==> src/rtl/rr_arb2_sel.sv <==
// rr_arb2_sel: two-requester round-robin arbiter that owns the select line of
// the 2:1 mux directly downstream. All outputs are registered so sel and the
// grants never glitch.
//
// state | meaning
// IDLE  | no grant active, sel holds its last value
// G0    | source 0 granted, sel = 0 (mux in0)
// G1    | source 1 granted, sel = 1 (mux in1)
module rr_arb2_sel #(
    parameter int HOLD_MAX = 16,
    localparam int CW = $clog2(HOLD_MAX)
) (
    input  logic          clk,
    input  logic          rst_n,
    input  logic          req0,
    input  logic          req1,
    input  logic          done,
    output logic          sel,
    output logic          gnt0,
    output logic          gnt1,
    output logic          busy,
    output logic [CW-1:0] hold_cnt
);

    typedef enum logic [1:0] {IDLE, G0, G1} state_t;

    state_t        state, state_nxt;
    logic          last, last_nxt;
    logic          sel_nxt;
    logic [CW-1:0] cnt_nxt;
    logic          at_max;
    logic          rel;
    logic          grant;

    assign at_max = (hold_cnt == CW'(HOLD_MAX - 1));

    // Next-state, pointer, select and hold counter decision.
    always_comb begin
        state_nxt = state;
        last_nxt  = last;
        sel_nxt   = sel;
        cnt_nxt   = hold_cnt;
        rel       = 1'b0;
        grant     = 1'b0;
        case (state)
            IDLE: begin
                if (req0 && req1)
                    state_nxt = last ? G0 : G1;
                else if (req0)
                    state_nxt = G0;
                else if (req1)
                    state_nxt = G1;
                grant = req0 | req1;
            end
            G0: begin
                rel = done | ~req0 | (at_max & req1);
                if (rel) begin
                    if (req1)
                        state_nxt = G1;
                    else if (req0)
                        state_nxt = G0;
                    else
                        state_nxt = IDLE;
                    grant = req0 | req1;
                end else begin
                    cnt_nxt = at_max ? hold_cnt : hold_cnt + CW'(1);
                end
            end
            G1: begin
                rel = done | ~req1 | (at_max & req0);
                if (rel) begin
                    if (req0)
                        state_nxt = G0;
                    else if (req1)
                        state_nxt = G1;
                    else
                        state_nxt = IDLE;
                    grant = req0 | req1;
                end else begin
                    cnt_nxt = at_max ? hold_cnt : hold_cnt + CW'(1);
                end
            end
            default: state_nxt = IDLE;
        endcase

        // A new grant (including a re-grant) restarts the hold count and
        // moves the round-robin pointer; sel only moves on a grant.
        if (state_nxt == IDLE)
            cnt_nxt = '0;
        if (grant) begin
            cnt_nxt  = '0;
            last_nxt = (state_nxt == G1);
            sel_nxt  = (state_nxt == G1);
        end
    end

    // State, pointer and all outputs registered; reset acts immediately.
    always_ff @(posedge clk or negedge rst_n) begin
        if (!rst_n) begin
            state    <= IDLE;
            last     <= 1'b1;
            sel      <= 1'b0;
            gnt0     <= 1'b0;
            gnt1     <= 1'b0;
            busy     <= 1'b0;
            hold_cnt <= '0;
        end else begin
            state    <= state_nxt;
            last     <= last_nxt;
            sel      <= sel_nxt;
            gnt0     <= (state_nxt == G0);
            gnt1     <= (state_nxt == G1);
            busy     <= (state_nxt != IDLE);
            hold_cnt <= cnt_nxt;
        end
    end

endmodule

==> config.mk <==
export PLATFORM = sky130hd
export DESIGN_NAME = rr_arb2_sel
export DESIGN_NICKNAME = d
export VERILOG_FILES = /design/src/rtl/rr_arb2_sel.sv
export SDC_FILE = /design/constraint.sdc
export NUM_CORES = 1
export LEC_CHECK = 0
export CORE_MARGIN = 3
export CORE_UTILIZATION = 25
export CTS_BUF_LIST = sky130_fd_sc_hd__clkbuf_4 sky130_fd_sc_hd__clkbuf_8 sky130_fd_sc_hd__clkbuf_16
export CTS_CLUSTER_SIZE = 14
export DETAILED_ROUTE_END_ITERATION = 7
export GPL_TIMING_DRIVEN = 0
export PLACE_DENSITY = 0.55
export SYNTH_ARGS = -nofsm -noshare
export SYNTH_HDL_FRONTEND = slang
export SYNTH_SLANG_ARGS = --single-unit
export TNS_END_PERCENT = 50
==> constraint.sdc <==
create_clock -name clk -period 4.15 [get_ports clk]
set_input_delay 1.0375 -clock clk [delete_from_list [all_inputs] [get_ports clk]]
set_output_delay 1.0375 -clock clk [all_outputs]
set_load 0.01 [all_outputs]
==> results of run 1 <==
## cell usage after synthesis
master	instances	area [µm²]
dfrtp_1	10	250
nor2_1	8	30.0
a21oi_1	5	25.0
ha_1	5	62.6
inv_1	5	18.8
nand4_1	4	25.0
nand2_1	3	11.3
nand2b_1	3	18.8
xor2_1	3	26.3
a21o_1	2	15.0
and2_1	2	12.5
nand3_1	2	10.0
nand3b_1	2	15.0
o21ai_0	2	10.0
a211o_1	1	8.76
a222oi_1	1	10.0
a2bb2oi_1	1	8.76
a31oi_1	1	6.26
a41oi_1	1	8.76
and2b_1	1	7.51
and3_1	1	6.26
and4_1	1	8.76
buf_6	1	11.3
dfstp_2	1	26.3
mux2i_1	1	10.0
nor2b_1	1	6.26
nor3b_2	1	12.5
o211ai_1	1	7.51
o221a_2	1	11.3
o221ai_1	1	8.76
o31ai_1	1	7.51
o32ai_4	1	27.5
or2_2	1	6.26
or2b_1	1	7.51
## per-stage QoR
stage	utilization, %	hold slack, ps	instances
floorplan	-	498	76
detailed placement	32.3	469	119
global route	33.2	529	123
finish	33.2	488	123
global placement	32.3	465	119
CTS	33.2	491	123
## routing by layer
metal  part of all wire (%)  vias up  track usage (%)
li1                       -      309                -
met1                     48      318             13.2
met2                     46       10             17.0
met3                    3.3        4             2.55
met4                    2.1        0             5.70
met5                      0        -                0
## power breakdown
group | switching, W | internal (W) | total, W
Clock | 0.0000392 | 0.0000357 | 0.0000749
Combinational | 0.000153 | 0.000141 | 0.000294
Sequential | 0.0000274 | 0.000143 | 0.000170
## final timing paths
kind,from,endpoint,depth (start not counted)
min,sel,sel,1
min reg2reg,sel,sel,1
min in group asynchronous,rst_n,hold_cnt[1],1
max reg2reg,state[1],hold_cnt[1],7
max in group asynchronous,rst_n,last,1
max,done,hold_cnt[1],6
## state kept, by name (all words and copies together), names as in the netlist
signal and cells:
last 1, state 2, sel 1, busy 1
gnt0 1, gnt1 1, hold_cnt 4
## cells by family (layout without fill, tap and decap cells)
logic type | count (synthesis) | in the layout | synth area share [%]
buf+inv | 6 | 22 | 4.07
fa+ha+maj | 5 | 5 | 8.47
mux | 1 | 1 | 1.36
flops | 11 | 11 | 37.5
xor+xnor | 3 | 3 | 3.56
compound gates | 19 | 19 | 21.0
simple gates | 31 | 31 | 24.1
## layout make-up
cell class / count / area [µm²] / area share (%)
multi-input combinational: 59 / 432 / 46.7
sequential: 11 / 277 / 29.9
timing repair buffer: 12 / 120 / 13.0
tap: 31 / 38.8 / 4.19
clock buffer: 3 / 22.5 / 2.44
inverter: 5 / 18.8 / 2.03
buffer: 1 / 11.3 / 1.22
clock inverter: 1 / 5.00 / 0.541
## critical path, cell delays in order
cell,delay [ps]
clkdlybuf4s50_1,550
and2b_1,300
o211ai_1,90
a222oi_1,580
a211o_1,300
nor2_1,70
==> key figures, run 1 <==
Worst setup path
  • CP Data Required Time: between 4000 and 5000 ps
  • Worst-path maximum fanout: 9
  • Crit path DAT: between 2000 and 3000 ps
  • R2R setup slack: about 2100 ps
  • Setup CP Type: in2reg
  • Nature of the critical path endpoint: flop
  • Startpoint Class: input pin

Power and ir drop
  • Max IR drop VDD: between 0.3 and 0.4 mV
  • Power Total: ~0.00054 W
  • Leak pwr: around 0.4 nW
  • Power Dens Cells: 582 nW/µm²

Floorplanning
  • DIE AREA: 3640 µm²
  • # IOs: 13
  • Chip height: about 60 µm
  • Starting Density: a little over a quarter
  • Core Footprint: approximately 2800 µm²
  • Site Rows: 19
  • Die X: 60.3 µm

Global route
  • Largest net degree at the start of global routing: 12
  • Initial antenna violation count: 0
  • First-pass GRT wire length: about 2900 µm
  • Vias in the first global route: about 630
  • GRT Total Usage: a little over a tenth
  • Total grt overflow: 0

Clock tree
  • Clock Latency Late Sink: approximately 270 ps
  • H-tree depth: 1
  • Post-CTS Setup Bufs: 0
  • Post-CTS sizing: 0
  • CTS Root Cell: clkbuf_4
  • CTS sink cnt: 11
  • Clock buffer count from CTS: 3
  • Hold buffers post-CTS: 0
  • TritonCTS clock tree: built
  • Clock-pin slew on the worst setup and hold paths: roughly 70 ps
  • Maximum clock insertion buffer count: 2

STA
  • Max-slew violations: 0
  • F_max: approximately 360 MHz
  • Post-Route Setup TNS: 0 ps
  • Final Hold Vio Count: 0
  • Endpoints failing setup: 0
  • Final worst slack: ~1400 ps
  • Relative slew slack: roughly 56%
  • RSZ-0062 raised after global routing: false
  • Clock Skew: approximately 1.7 ps
  • Final worst path period share: ~67%
  • Worst slew pin tran: about 660 ps
  • Min Tclk post-route: 2770 ps

Synth
  • Cells after Synth: between 70 and 80
  • Synthesized flop and latch total: 11
  • Seq/Total Area, Yosys: 37.5%
  • Syn_area_per_cell: just under 10 µm²
  • Mapped Nets: 86
  • Netlist Area Pre-Place: around 740 µm²
  • Yosys Warn Count: 0
  • Yosys cell types: 34

Run
  • Max-cap violations: 0

Layout
  • Fraction of layout cells with a size suffix above 1: 10.9%
  • Final instance area: approximately 900 µm²
  • Fillers: about 280
  • Final net count: ~100
  • Most frequent cells in the layout: clkdlybuf4s50_1, dfrtp_1, nor2_1
  • Area Overhead vs Synth: 25.3%
  • Most common cell after layout, fill and taps aside: clkdlybuf4s50_1
  • Antenna diode count: 0

Detailed routing
  • Via count: between 600 and 700
  • DR DRC count: 0
  • Post-route ant nets: 0
  • Vias per cell: 5.21
  • Routed WL: 1600 µm
  • DR pass1 iterations: 4
  • Drt first-iter violations: 33
  • DR WL/cell: ~13 µm

Place
  • Dpl ws: between 1000 and 1500 ps
  • Port bufs: 12
  • GPL Wtd Cong: just under 0.8
  • Placed cell area: 897 µm²
  • DPL Wire Length: between 1000 and 1500 µm

Min path
  • Worst Hold Class: reg2reg

Run status
  • Status: finished, final reports clean
No activity file was read; power rests on OpenSTA's default activity.
==> run 2, diff against run 1 <==
Settings changed: PLACE_DENSITY 0.55 to 0.56.
Clock period 4.15 ns to 2.2 ns, I/O delays scaled along.
==> run 2 against run 1 <==
Cell count is 0.81% higher; clock power up 88%; core utilization is 0.36 points higher; total power up 91%; cell area increased by 1.1%; first-iteration DRC count up 21%; clock-buffer cell count stayed put; via count unchanged; worst setup slack lost 1200 ps; non-clock buffer count up 1; hold slack gained 0.84 ps; die area unchanged; critical path type unchanged.
==> key figures, run 2 (same netlist as run 1, synthesis figures left out) <==
Place
  • Placed cell area: 897 µm² (unchanged)
  • DPL Wire Length: 1190 µm (-3.3%)
  • Port bufs: 12 (unchanged)
  • GPL Wtd Cong: 0.823 (+6.3%)

Worst setup path
  • Worst-path maximum fanout: 7 (-2)
  • Setup CP Type: in2reg
  • R2R setup slack: 170 ps (-1960 ps)
  • End of the worst register-to-register path: hold_cnt[2]
  • Crit path DAT: 2230 ps (-710 ps)
  • Crit-path cells: clkdlybuf4s50_1, and2b_1, and4_1, o32ai_4, a211o_1, nor2_1
  • Critical path buffers and inverters: 1 (unchanged)
  • Top delay family on crit path: compound AO/OA/AOI/OAI gates
  • CP Data Required Time: 2360 ps (-1950 ps)
  • Worst Reg2Reg Path Length in Cells: 7 (unchanged)
  • Nature of the critical path endpoint: flop
  • Reg2Reg Launch Point: state[0]
  • Slowest stage delay, CP: 520 ps (-60 ps)
  • Startpoint Class: input pin
  • Slowest cell on the critical path: clkdlybuf4s50_1
  • Worst Setup SP: req1

Floorplanning
  • Site Rows: 19 (unchanged)
  • Die X: 60.3 µm (unchanged)
  • Chip height: 60.3 µm (unchanged)
  • # IOs: 13 (unchanged)
  • DIE AREA: 3640 µm² (unchanged)
  • Core Footprint: 2780 µm² (unchanged)
  • Starting Density: 26.5% (unchanged)

Layout
  • Final net count: 104 (+0.97%)
  • Max reg flops: 4 (unchanged)
  • Fillers: 282 (unchanged)
  • Largest registers: hold_cnt (4), state (2)
  • Antenna diode count: 0 (unchanged)
  • Most frequent cells in the layout: clkdlybuf4s50_1, dfrtp_1, nor2_1
  • Final instance area: 935 µm² (+1.1%)
  • Most common cell after layout, fill and taps aside: clkdlybuf4s50_1
  • Register with the most flip-flops: hold_cnt
  • Fraction of layout cells with a size suffix above 1: 11.8% (+0.96 points)
  • Area Overhead vs Synth: 26.6%

Clock tree
  • H-tree depth: 1 (unchanged)
  • TritonCTS clock tree: built
  • Maximum clock insertion buffer count: 2 (unchanged)
  • CTS Root Cell: clkbuf_4
  • Clock buffer count from CTS: 3 (unchanged)
  • Clock-pin slew on the worst setup and hold paths: 80 ps (about the same)
  • Clock Latency Late Sink: 270 ps (about the same)
  • CTS sink cnt: 11 (unchanged)

Power and ir drop
  • Leak pwr: 0.420 nW (+3.4%)
  • Power Dens Cells: 1100 nW/µm² (+89%)
  • Max IR drop VDD: 0.596 mV (+86%)

STA
  • Max-slew violations: 0 (unchanged)
  • Worst slew pin tran: 497 ps (-159 ps)
  • Min Tclk post-route: between 2000 and 2500 ps
  • Final Hold Vio Count: 0 (unchanged)
  • F_max: 483 MHz
  • Clock Skew: 5.90 ps (+4.22 ps)
  • Endpoints failing setup: 0 (unchanged)
  • RSZ-0062 raised after global routing: false
  • Relative slew slack: 66.7% (+11 points)
  • Final worst path period share: 94.1%
  • Hold_ws: 489 ps (+0.839 ps)

Min path
  • Worst Hold Class: reg2reg
  • Hold path cells: 1 (unchanged)
  • HP Start: sel
  • Hold EP: sel

Detailed routing
  • Post-route ant nets: 0 (unchanged)
  • DR DRC count: 0 (unchanged)
  • Via count: 641 (unchanged)
  • DR pass1 iterations: 4 (unchanged)
  • Drt first-iter violations: 40 (+21%)
  • Vias per cell: 5.17 (-0.81%)
  • DR WL/cell: 12.4 µm (-4.5%)
  • Routed WL: 1540 µm (-3.7%)

Global route
  • Total grt overflow: 0 (unchanged)
  • Vias in the first global route: 571 (-9.9%)
  • First-pass GRT wire length: 2550 µm (-11%)
  • Largest net degree at the start of global routing: 12 (unchanged)
  • Initial antenna violation count: 0 (unchanged)
  • GRT Total Usage: 9.08% (-1.5 points)

Run
  • Max-cap violations: 0 (unchanged)

Run status
  • Status: finished, final reports clean
[run 2: cell count changes in the layout (fill, tap and decap cells not counted)]
cell / previous run / this run
dlymetal6s2s_1: 0 / 1
buf_4: 0 / 1
clkdlybuf4s50_1: 12 / 11
[run 2: cell type report]
| cell class | instances | area, µm² | share of cell area [%] |
|---|---|---|---|
| Buffer | 1 | 11.3 | 1.20 |
| Clock buffer | 3 | 22.5 | 2.41 |
| Clock inverter | 1 | 5.00 | 0.535 |
| Inverter | 5 | 18.8 | 2.01 |
| Multi-Input combinational cell | 59 | 432 | 46.2 |
| Sequential cell | 11 | 277 | 29.6 |
| Tap cell | 31 | 38.8 | 4.15 |
| Timing Repair Buffer | 13 | 130 | 13.9 |
[run 2: worst max path at each step]
stage / slack, ps / cells after the start / endpoint
final: 130 / 6 / hold_cnt[2]
after global routing: 40 / 7 / hold_cnt[2]
after global placement: -340 / 6 / hold_cnt[0]
after CTS: 50 / 6 / hold_cnt[2]
after detailed placement: -340 / 6 / hold_cnt[2]
after floorplan: 450 / 7 / hold_cnt[0]
[run 2: routing by layer]
layer  vias to the layer above  track usage (%)  routed length [µm]
li1                        312                -                   -
met1                       300             12.3                 675
met2                        29             14.2                 758
met3                         0             2.34                 106
met4                         0             2.85                   0
met5                         -                0                   0
[run 2: metrics by stage]
stage                     setup slack, ps  total power, W  util (%)  TNS, ps  std cells
after detailed placement             -335        0.000881      32.3    -2630        119
after CTS                            50.1         0.00104      33.5        0        124
after global routing                 39.7         0.00111      33.6        0        124
final                                 130         0.00103      33.6        0        124
after global placement               -342        0.000875      32.3    -2710        119
after floorplan                       448        0.000701         -        0         76
[run 2: repair_timing]
| item | CTS | global route |
|---|---|---|
| hold endpoints to repair | 0 | 0 |
| buffers inserted | 1 | 0 |
| hold buffers | 0 | 0 |
| gates resized for setup | 0 | 1 |
| pin swaps | 1 | 0 |
| endpoints found under the setup margin | 6 | 4 |
[run 2: power breakdown]
part	internal [W]	switching, W
Clock	0.0000673	0.0000740
Sequential	0.000269	0.0000528
Combinational	0.000277	0.000291
Total	0.000613	0.000418
==> run 3, diff against run 2 <==
Settings changed: CTS_CLUSTER_DIAMETER from default to 120.
==> results of run 3 <==
Final layout, timing and power as in run 2 (identical DEF).
